<file path="config.mk">
export PLATFORM = sky130hd
export DESIGN_NAME = cim_array_pingpong_flat
export DESIGN_NICKNAME = d
export VERILOG_FILES = /design/src/rtl/cim_array_pingpong_if.sv /design/src/rtl/cim_array_pingpong.sv /design/src/flat_wrapper.sv
export SDC_FILE = /design/constraint.sdc
export NUM_CORES = 1
export LEC_CHECK = 0
export CORE_UTILIZATION = 45
export CTS_CLUSTER_DIAMETER = 120
export DETAILED_ROUTE_END_ITERATION = 12
export PLACE_DENSITY = 0.67
export SYNTH_ARGS = -nofsm -noshare
export SYNTH_HDL_FRONTEND = slang
export SYNTH_SLANG_ARGS = --single-unit
</file>
<file path="constraint.sdc">
create_clock -name clk -period 48.4 [get_ports clk]
set_clock_uncertainty 0.05 [all_clocks]
set_input_delay 12.1 -clock clk [delete_from_list [all_inputs] [get_ports clk]]
set_output_delay 12.1 -clock clk [all_outputs]
set_load 0.005 [all_outputs]
</file>
<file path="src/rtl/cim_array_pingpong_if.sv">
`default_nettype none
// +--------------------------------------------------------------------------+
// | Interface : cim_array_pingpong_if                                        |
// | Purpose   : Bundles the loader stream, the swap handshake and the        |
// |             inverted weight outputs of cim_array_pingpong.               |
// | Modports  : master - weight DMA / controller side (drives ld_*, swap_req)|
// |             slave  - the CIM array itself                                |
// | Option    : CIM_ARRAY_BANK_MASK_EN adds ld_mask[NUM_BANKS]               |
// | Revision  : 1.0 - initial release                                        |
// +--------------------------------------------------------------------------+
interface cim_array_pingpong_if #(
   parameter int NUM_BANKS = 2,
   parameter int ROWS      = 8,
   parameter int D_W       = 24
) ();

   localparam int c_nw_w = NUM_BANKS * (ROWS / 2) * D_W;

   // Loader stream
   logic              ld_start;
   logic              ld_valid;
   logic              ld_ready;
   logic [D_W-1:0]    ld_data;
   logic              ld_done;
`ifdef CIM_ARRAY_BANK_MASK_EN
   logic [NUM_BANKS-1:0] ld_mask;
`endif

   // Status and plane exchange
   logic              shadow_full;
   logic              busy;
   logic              swap_req;
   logic              swap_ack;
   logic              active_sel;

   // Inverted active-plane weights towards the MAC units
   logic [c_nw_w-1:0] nW_low;
   logic [c_nw_w-1:0] nW_high;

   modport master (
`ifdef CIM_ARRAY_BANK_MASK_EN
      output ld_mask,
`endif
      output ld_start, ld_valid, ld_data, swap_req,
      input  ld_ready, ld_done, shadow_full, busy, swap_ack, active_sel,
      input  nW_low, nW_high
   );

   modport slave (
`ifdef CIM_ARRAY_BANK_MASK_EN
      input  ld_mask,
`endif
      input  ld_start, ld_valid, ld_data, swap_req,
      output ld_ready, ld_done, shadow_full, busy, swap_ack, active_sel,
      output nW_low, nW_high
   );

endinterface
`default_nettype wire

</file>
<file path="src/rtl/cim_array_pingpong.sv">
`default_nettype none
// +--------------------------------------------------------------------------+
// | Module    : cim_array_pingpong                                           |
// | Purpose   : Double-buffered CIM weight array. NUM_BANKS x ROWS rows of   |
// |             D_W bits live in two planes. The MAC side reads the inverted |
// |             active plane combinationally while a valid/ready loader      |
// |             fills the shadow plane; swap_req/swap_ack exchanges them.    |
// | Ports     : clk, rst        - clock, asynchronous active-high reset      |
// |             bus (slave)     - ld_start/ld_valid/ld_ready/ld_data/ld_done |
// |                               shadow_full, busy, swap_req/swap_ack,      |
// |                               active_sel, nW_low, nW_high                |
// | Option    : CIM_ARRAY_BANK_MASK_EN - per-bank load mask (bus.ld_mask),   |
// |             sampled at ld_start; masked-off banks keep their contents.   |
// | Revision  : 1.0 - initial release                                        |
// +--------------------------------------------------------------------------+
module cim_array_pingpong #(
   parameter int NUM_BANKS = 2,
   parameter int ROWS      = 8,
   parameter int D_W       = 24
) (
   input  logic                  clk,
   input  logic                  rst,
   cim_array_pingpong_if.slave   bus
);

   localparam int c_row_w  = (ROWS > 1)      ? $clog2(ROWS)      : 1;
   localparam int c_bank_w = (NUM_BANKS > 1) ? $clog2(NUM_BANKS) : 1;
   localparam int c_half   = ROWS / 2;
   localparam int c_nw_w   = NUM_BANKS * c_half * D_W;
   localparam logic [c_row_w-1:0] c_row_last = c_row_w'(ROWS - 1);

   typedef enum logic [1:0] {
      ST_IDLE = 2'd0,
      ST_LOAD = 2'd1,
      ST_DONE = 2'd2
   } state_t;

   state_t                r_state;
   state_t                w_state_nxt;

   logic [D_W-1:0]        r_plane [2][NUM_BANKS][ROWS];
   logic                  r_active_sel;
   logic                  r_shadow_full;
   logic                  r_swap_ack;
   logic [c_row_w-1:0]    r_row_cnt;
   logic [c_bank_w-1:0]   r_bank_cnt;

   logic                  w_swap_grant;
   logic                  w_load_start;
   logic                  w_accept;
   logic                  w_ld_ready;
   logic                  w_ld_done;
   logic [NUM_BANKS-1:0]  w_mask;
   logic [NUM_BANKS-1:0]  w_start_mask;
   logic                  w_nxt_found;
   logic [c_bank_w-1:0]   w_nxt_bank;
   logic [c_bank_w-1:0]   w_first_bank;
   logic [c_nw_w-1:0]     w_nw_low;
   logic [c_nw_w-1:0]     w_nw_high;

   // ------------------------------------------------------------------
   // Bank enable set: the sampled mask when the option is built in,
   // otherwise every bank takes part in a load.
   // ------------------------------------------------------------------
`ifdef CIM_ARRAY_BANK_MASK_EN
   logic [NUM_BANKS-1:0]  r_mask;

   always_ff @(posedge clk or posedge rst) begin
      if (rst) begin
         r_mask <= '0;
      end else if (w_load_start) begin
         r_mask <= bus.ld_mask;
      end
   end

   assign w_mask       = r_mask;
   assign w_start_mask = bus.ld_mask;
`else
   assign w_mask       = '1;
   assign w_start_mask = '1;
`endif

   // Lowest enabled bank strictly above the current one; not found means
   // the bank being filled is the last one of this load.
   always_comb begin
      w_nxt_found = 1'b0;
      w_nxt_bank  = '0;
      for (int b = NUM_BANKS - 1; b >= 0; b--) begin
         if (w_mask[b] && (b > int'(r_bank_cnt))) begin
            w_nxt_found = 1'b1;
            w_nxt_bank  = c_bank_w'(b);
         end
      end
   end

   // First enabled bank of the mask presented with ld_start.
   always_comb begin
      w_first_bank = '0;
      for (int b = NUM_BANKS - 1; b >= 0; b--) begin
         if (w_start_mask[b]) begin
            w_first_bank = c_bank_w'(b);
         end
      end
   end

   // ------------------------------------------------------------------
   // Control FSM
   // ------------------------------------------------------------------
   always_ff @(posedge clk or posedge rst) begin
      if (rst) begin
         r_state <= ST_IDLE;
      end else begin
         r_state <= w_state_nxt;
      end
   end

   always_comb begin
      w_state_nxt  = r_state;
      w_swap_grant = 1'b0;
      w_load_start = 1'b0;
      w_accept     = 1'b0;
      w_ld_ready   = 1'b0;
      w_ld_done    = 1'b0;
      case (r_state)
         ST_IDLE: begin
            // A pending swap has priority over a new load request.
            if (r_shadow_full && bus.swap_req) begin
               w_swap_grant = 1'b1;
            end else if (bus.ld_start) begin
               w_load_start = 1'b1;
               w_state_nxt  = ST_LOAD;
            end
         end
         ST_LOAD: begin
            if (w_mask == '0) begin
               // Empty mask: nothing to fetch, complete immediately.
               w_state_nxt = ST_DONE;
            end else begin
               w_ld_ready = 1'b1;
               if (bus.ld_valid) begin
                  w_accept = 1'b1;
                  if ((r_row_cnt == c_row_last) && !w_nxt_found) begin
                     w_state_nxt = ST_DONE;
                  end
               end
            end
         end
         ST_DONE: begin
            w_ld_done   = 1'b1;
            w_state_nxt = ST_IDLE;
         end
         default: begin
            w_state_nxt = ST_IDLE;
         end
      endcase
   end

   // ------------------------------------------------------------------
   // Planes, counters and status flags
   // ------------------------------------------------------------------
   always_ff @(posedge clk or posedge rst) begin
      if (rst) begin
         r_active_sel  <= 1'b0;
         r_shadow_full <= 1'b0;
         r_swap_ack    <= 1'b0;
         r_row_cnt     <= '0;
         r_bank_cnt    <= '0;
         for (int p = 0; p < 2; p++) begin
            for (int b = 0; b < NUM_BANKS; b++) begin
               for (int r = 0; r < ROWS; r++) begin
                  r_plane[p][b][r] <= '0;
               end
            end
         end
      end else begin
         // Ack is reported in the cycle after the exchange edge.
         r_swap_ack <= w_swap_grant;

         if (w_swap_grant) begin
            r_active_sel  <= ~r_active_sel;
            r_shadow_full <= 1'b0;
         end

         if (w_load_start) begin
            r_shadow_full <= 1'b0;
            r_row_cnt     <= '0;
            r_bank_cnt    <= w_first_bank;
         end

         if (w_accept) begin
            // Only the shadow plane is written, so nW_* never glitch.
            r_plane[~r_active_sel][r_bank_cnt][r_row_cnt] <= bus.ld_data;
            if (r_row_cnt == c_row_last) begin
               r_row_cnt <= '0;
               if (w_nxt_found) begin
                  r_bank_cnt <= w_nxt_bank;
               end
            end else begin
               r_row_cnt <= r_row_cnt + 1'b1;
            end
         end

         if (w_ld_done) begin
            r_shadow_full <= 1'b1;
         end
      end
   end

   // ------------------------------------------------------------------
   // Inverted active plane, split into low and high row halves.
   // ------------------------------------------------------------------
   always_comb begin
      w_nw_low  = '0;
      w_nw_high = '0;
      for (int b = 0; b < NUM_BANKS; b++) begin
         for (int r = 0; r < c_half; r++) begin
            w_nw_low [(b * c_half + r) * D_W +: D_W] = ~r_plane[r_active_sel][b][r];
            w_nw_high[(b * c_half + r) * D_W +: D_W] = ~r_plane[r_active_sel][b][r + c_half];
         end
      end
   end

   assign bus.ld_ready    = w_ld_ready;
   assign bus.ld_done     = w_ld_done;
   assign bus.busy        = (r_state != ST_IDLE);
   assign bus.shadow_full = r_shadow_full;
   assign bus.swap_ack    = r_swap_ack;
   assign bus.active_sel  = r_active_sel;
   assign bus.nW_low      = w_nw_low;
   assign bus.nW_high     = w_nw_high;

endmodule
`default_nettype wire
</file>
<file path="src/flat_wrapper.sv">
// flat-port wrapper written by rule: the top's interface ports become plain ports
module cim_array_pingpong_flat 
#(
   parameter int NUM_BANKS = 2,
   parameter int ROWS      = 8,
   parameter int D_W       = 24
)
  (clk, rst, bus_ld_start, bus_ld_valid, bus_ld_data, bus_swap_req, bus_ld_ready, bus_ld_done, bus_shadow_full, bus_busy, bus_swap_ack, bus_active_sel, bus_nW_low, bus_nW_high);
  cim_array_pingpong_if #(.NUM_BANKS(NUM_BANKS), .ROWS(ROWS), .D_W(D_W)) bus_i ();
  input  logic clk;
  input  logic rst;
  input wire logic [$bits(bus_i.ld_start)-1:0] bus_ld_start;
  input wire logic [$bits(bus_i.ld_valid)-1:0] bus_ld_valid;
  input wire logic [$bits(bus_i.ld_data)-1:0] bus_ld_data;
  input wire logic [$bits(bus_i.swap_req)-1:0] bus_swap_req;
  output wire logic [$bits(bus_i.ld_ready)-1:0] bus_ld_ready;
  output wire logic [$bits(bus_i.ld_done)-1:0] bus_ld_done;
  output wire logic [$bits(bus_i.shadow_full)-1:0] bus_shadow_full;
  output wire logic [$bits(bus_i.busy)-1:0] bus_busy;
  output wire logic [$bits(bus_i.swap_ack)-1:0] bus_swap_ack;
  output wire logic [$bits(bus_i.active_sel)-1:0] bus_active_sel;
  output wire logic [$bits(bus_i.nW_low)-1:0] bus_nW_low;
  output wire logic [$bits(bus_i.nW_high)-1:0] bus_nW_high;
  assign bus_i.ld_start = bus_ld_start;
  assign bus_i.ld_valid = bus_ld_valid;
  assign bus_i.ld_data = bus_ld_data;
  assign bus_i.swap_req = bus_swap_req;
  assign bus_ld_ready = bus_i.ld_ready;
  assign bus_ld_done = bus_i.ld_done;
  assign bus_shadow_full = bus_i.shadow_full;
  assign bus_busy = bus_i.busy;
  assign bus_swap_ack = bus_i.swap_ack;
  assign bus_active_sel = bus_i.active_sel;
  assign bus_nW_low = bus_i.nW_low;
  assign bus_nW_high = bus_i.nW_high;
  cim_array_pingpong #(.NUM_BANKS(NUM_BANKS), .ROWS(ROWS), .D_W(D_W)) u_core (.clk(clk), .rst(rst), .bus(bus_i));
endmodule
</file>
Yosys cells after proc, flatten, opt, wreduce, memory -nomap -nowiden
Cells that the tools add are included.
- mux-type cells: 35
- shift-type cells: 0
- bitwise operators: 21
- reductions and logical operators: 11
- div/mod/pow operators: 0
- equality and inequality tests: 7
- add/subtract/negate cells: 1
- multiply operators: 0
- magnitude comparators: 8
- operator list (cell ; count):
    384-bit 2-to-1 mux ; 4
    768-bit bitwise mux ; 1
    384-bit demux with 1-bit select ; 1
    24-bit NOT ; 16
    192-bit demux with 1-bit select ; 1
    192-bit 2-to-1 mux ; 1
    24-bit demux with 3-bit select ; 1
    24-bit 2-to-1 mux ; 1
    1-bit 2-to-1 mux ; 17
    3-bit 2-to-1 mux ; 3
    2-bit 2-to-1 mux ; 4
    2-bit greater-or-equal comparator, second input constant ; 3
    2-bit != test, second input constant ; 3
    1-bit NOT with 2-bit output ; 3
    1-bit logical AND ; 5
    4-bit greater-or-equal comparator, second input constant ; 1
    2-bit by 1-bit < comparator with 1-bit output, second input constant ; 2
    4-bit by 1-bit < comparator with 1-bit output, second input constant ; 1
    3-bit NOT with 4-bit output ; 1
    2-bit case mux with 2 select lines ; 1
    4-bit AND reduction ; 1
    2-bit nonzero test ; 2
    3-bit by 1-bit adder with 3-bit output, second input constant ; 1
    3-bit == test, second input constant ; 1
    8 further kinds ; 8
- input port bits: 29
- bits in read-only memories: 0
- register bits: 777
- bits in latches: 0
- output and inout bits: 390
- memories kept: 0
- memory bits (writable): 0
- word-level logic and storage cells: 121

Longest topological paths before layout
- depth in word-level cells: 10
- depth in mapped cells: 6
- mapped depth without buffers: 4

Worst setup path after synthesis
OpenSTA, ideal clock, no wires.
- kind: register -> output
- from: register u_core.r_active_sel, in the netlist u_core.bus.active_sel
- to: output bus_nW_high[100]
- data required time: 36250 ps
- path slack: 34832 ps
- buffers on the path: 3
- arrival: 1418 ps
- cell stages (with the launch flop): 5
- cell sequence: dfrtp_1 > buf_4 > clkbuf_1 > buf_2 > mux2i_1
- cells in the longest elaborated chain, start to end: 5
- RTL lines (item ; RTL line ; source):
    start, declared ; cim_array_pingpong.sv:42 ; logic r_active_sel;
    start signal, assigned ; cim_array_pingpong.sv:180 ; r_active_sel <= ~r_active_sel;
    1-bit NOT with 2-bit output (not written as such) ; cim_array_pingpong.sv:218 ; w_nw_high[(b * c_half + r) * D_W +: D_W] = ~r_plane[r_active_sel][b][r + c_half];
    384-bit 2-to-1 mux (3 in series) ; - ;
    24-bit NOT ; cim_array_pingpong.sv:218 ;
    end, declared ; flat_wrapper.sv:23 ; output wire logic [$bits(bus_i.nW_high)-1:0] bus_nW_high;
Every way passes these cells. The select of a mux whose other input is x is not followed.

Worst setup path after layout
- from: register u_core.r_active_sel, in the netlist u_core.bus.active_sel
- to: output bus_nW_low[116]
- cells in the longest elaborated chain, start to end: 5
- RTL lines (item ; RTL line ; source):
    1-bit NOT with 2-bit output (not written as such) ; cim_array_pingpong.sv:217 ; w_nw_low [(b * c_half + r) * D_W +: D_W] = ~r_plane[r_active_sel][b][r];
    384-bit 2-to-1 mux (3 in series) ; - ;
    24-bit NOT ; cim_array_pingpong.sv:217 ;
    end, declared ; flat_wrapper.sv:22 ; output wire logic [$bits(bus_i.nW_low)-1:0] bus_nW_low;
Every way passes these cells. The select of a mux whose other input is x is not followed.

==> flow_metrics.env <==
export IMPL_hold_class="register to register"
export IMPL_relSlewSlack_pct=12.2
export IMPL_pwr_share_seq_pct=48.4
export IMPL_final_cell_mix="dfrtp_1 (776), mux2_2 (680), clkdlybuf4s50_1 (416)"
export IMPL_antenna_found_initial=1
export IMPL_portBuffers=418
export IMPL_cp_data_required_time_ns=36.25
export IMPL_maxCapViolations=0
export IMPL_p_leak_nw=18.4
export IMPL_startpoint_type="register"
export IMPL_rsz0062_at_grt="false"
export IMPL_mostFrequentLayoutCell="dfrtp_1"
export IMPL_peakVddDrop_uv=21.7
export IMPL_power_switching_mw=0.463
export IMPL_dp_hpwl_um=56200
export IMPL_fmax_mhz=58.1
export IMPL_status="finished, final reports clean"
export IMPL_gr_total_overflow=0
export IMPL_met3_usage_pct=4.19
export IMPL_multi_input_area_mm2=0.0134
export IMPL_die_y_um=277
export IMPL_ys_ff_latch=777
export IMPL_finalWorstSetupSlack_ns=31.17
export IMPL_postPlaceCellArea_mm2=0.0386
export IMPL_top_usage_layer="met2"
export IMPL_clock_sinks=777
export IMPL_rows=100
export IMPL_period_share_pct=35.6
export IMPL_syn_inst=2200
export IMPL_crit_fanout=59
export IMPL_cts_tree="yes"
export IMPL_vias_per_cell=5.39
export IMPL_critPathCaptureType="primary output"
export IMPL_htreeDepth=3
export IMPL_seqCellArea_mm2=0.0194
export IMPL_yosys_warnings=0
export IMPL_tns_ns=0
export IMPL_postSynthAreaPerCell_um2=15.5
export IMPL_clkPwrFrac_pct=34.9
export IMPL_synth_area_leaders="dfrtp_1 (57%), mux2_2 (22%), mux2i_1 (11%)"
export IMPL_synth_seq_area_share_pct=57.0
export IMPL_cts_resized=0
export IMPL_cts_setup_buffers=0
export IMPL_cts_clk_slew_worst_paths_ns=0.06
export IMPL_vias=19300
export IMPL_drive_gt1_share_pct=36.5
export IMPL_syn_area_mm2=0.0341
export IMPL_gp_congestion=0.773
export IMPL_ctsHoldBuffers=0
export IMPL_met2_usage_pct=37.8
export IMPL_pre_cts_slack_ns=30.92
export IMPL_fin_cells=3586
export IMPL_clk_path_buf_depth=3
export IMPL_power_frac_comb_pct=16.7
export IMPL_insertion_delay_ns=0.62
export IMPL_dp_cells=3436
export IMPL_setup_violations=0
export IMPL_hold_viol=0
export IMPL_period_minus_slack_ns=17.23
export IMPL_pwr_density_cell_mw_per_mm2=44.3
export IMPL_fin_util_pct=55.4
export IMPL_p_sw_share_pct=25.2
export IMPL_power_mw=1.83
export IMPL_ant_nets=0
export IMPL_whs_ns=0.435
export IMPL_die_w_um=277
export IMPL_cts_buffers_inserted=83
export IMPL_synth_top_area_cell="dfrtp_1"
export IMPL_grt_pass1_wl_um=133000
export IMPL_p_int_mw=1.37
export IMPL_wire_per_inst_um=24.1
export IMPL_worst_pin_slew_ns=1.30
export IMPL_nets=2583
export IMPL_coreArea_mm2=0.0747
export IMPL_drc_errors=0
export IMPL_path_class="register to primary output"
export IMPL_area_growth_pct=21.3
export IMPL_first_iter_violations=1053
export IMPL_firstDrtPassIters=5
export IMPL_syn_nets=2231
export IMPL_grt_pass1_vias=21000
export IMPL_grt_max_degree=144
export IMPL_drv_slew=0
export IMPL_dieArea_mm2=0.0769
export IMPL_synth_distinct_cells=41
export IMPL_wl_um=86500
export IMPL_grt_usage_pct=22.7
export IMPL_arrival_ns=5.08
export IMPL_start_util_pct=45.7
export IMPL_fill_cells=5882
export IMPL_design_area_mm2=0.0414
export IMPL_synth_top_area_share_pct=57.0
export IMPL_io_pins=419
export IMPL_use_met1_pct=29.5
export IMPL_root_buffer="clkbuf_16"
==> state kept, by name, indices dropped and copies added (netlist names) <==
| register | count |
|---|---|
| u_core.r_row_cnt | 3 |
| u_core.r_bank_cnt | 1 |
| u_core.bus.active_sel | 1 |
| u_core.r_plane | 768 |
| u_core.r_state | 2 |
| u_core.bus.shadow_full | 1 |
| u_core.bus.swap_ack | 1 |
==> cell families (layout without fill, tap and decap cells) <==
group / Yosys count / count (layout) / share of synthesized area [%]
flops: 777 / 777 / 57.0
mux: 1153 / 1153 / 37.3
fa+ha+maj: 2 / 2 / 0.0733
compound gates: 5 / 5 / 0.0807
xor+xnor: 1 / 1 / 0.0257
other cells: 0 / 1 / 0
simple gates: 67 / 67 / 1.80
buf+inv: 195 / 611 / 3.75
==> area by class of cell <==
cell class	count	area share, %
inverters	2	0.0363
diodes	1	0.00605
clock buffers	128	6.09
multi-input cells	1228	32.5
clock inverters	21	0.647
repair buffers	460	10.8
flip-flops and latches	777	47.0
well taps	969	2.93
==> routing by layer <==
| layer | part of all wire (%) | vias up |
|---|---|---|
| met1 | 43 | 10300 |
| met2 | 49 | 389 |
| met3 | 4.3 | 117 |
| met5 | 0.015 | - |
| met4 | 2.9 | 2 |
| li1 | - | 8538 |
==> synthesized netlist by cell type <==
library cell / number
nand2_1: 9
nand3b_1: 1
inv_1: 2
nor2_8: 4
and4b_2: 1
buf_6: 18
nand4b_4: 3
ha_1: 2
nor2_2: 9
buf_4: 39
o21ai_0: 4
or4b_1: 1
buf_12: 6
nand2b_1: 1
clkbuf_1: 59
nor3b_1: 1
nor2b_1: 2
mux2_2: 680
clkdlybuf4s15_1: 5
nand4bb_1: 2
nor2_4: 3
nor4bb_1: 1
nand4b_1: 1
dlygate4sd1_1: 15
mux2_4: 60
nand3_1: 1
clkbuf_2: 4
nor2_1: 3
nor4b_4: 2
mux2i_1: 385
and3b_1: 1
nand2_2: 14
dfrtp_1: 777
and4bb_2: 4
or3_1: 1
xor2_1: 1
nand4_4: 1
a21o_1: 1
and3_1: 1
mux2_1: 28
buf_2: 47
==> final timing paths <==
path | cells after the start | from | slack, ns | to
worst min register to register | 1 | u_core.r_plane[586]$_DFFE_PP0P_ | 0.44 | u_core.r_plane[586]$_DFFE_PP0P_
max in group asynchronous | 6 | rst | 31.81 | u_core.r_plane[568]$_DFFE_PP0P_
worst max-delay path | 5 | u_core.bus.active_sel$_DFFE_PP0P_ | 31.17 | bus_nW_low[116]
worst min-delay path | 1 | u_core.r_plane[586]$_DFFE_PP0P_ | 0.44 | u_core.r_plane[586]$_DFFE_PP0P_
min in group asynchronous | 2 | rst | 12.01 | u_core.r_plane[673]$_DFFE_PP0P_
worst max register to register | 5 | u_core.bus.active_sel$_DFFE_PP0P_ | 43.44 | u_core.r_plane[767]$_DFFE_PP0P_
==> critical path: stages (launching register included) <==
cell	delay, ns
dfrtp_4	0.75
buf_4	0.62
buf_4	0.85
buf_4	0.91
mux2i_1	0.56
clkdlybuf4s50_1	0.61
==> power by group through the flow <==
stage	Combinational, mW	Sequential, mW	Clock, mW
after global placement	0.297	0.886	0
after detailed placement	0.311	0.899	0
final	0.307	0.888	0.640
after floorplan	0.240	0.872	0
after CTS	0.312	0.887	0.655
after global routing	0.333	0.907	0.684
(Power assumes the default switching activity.)
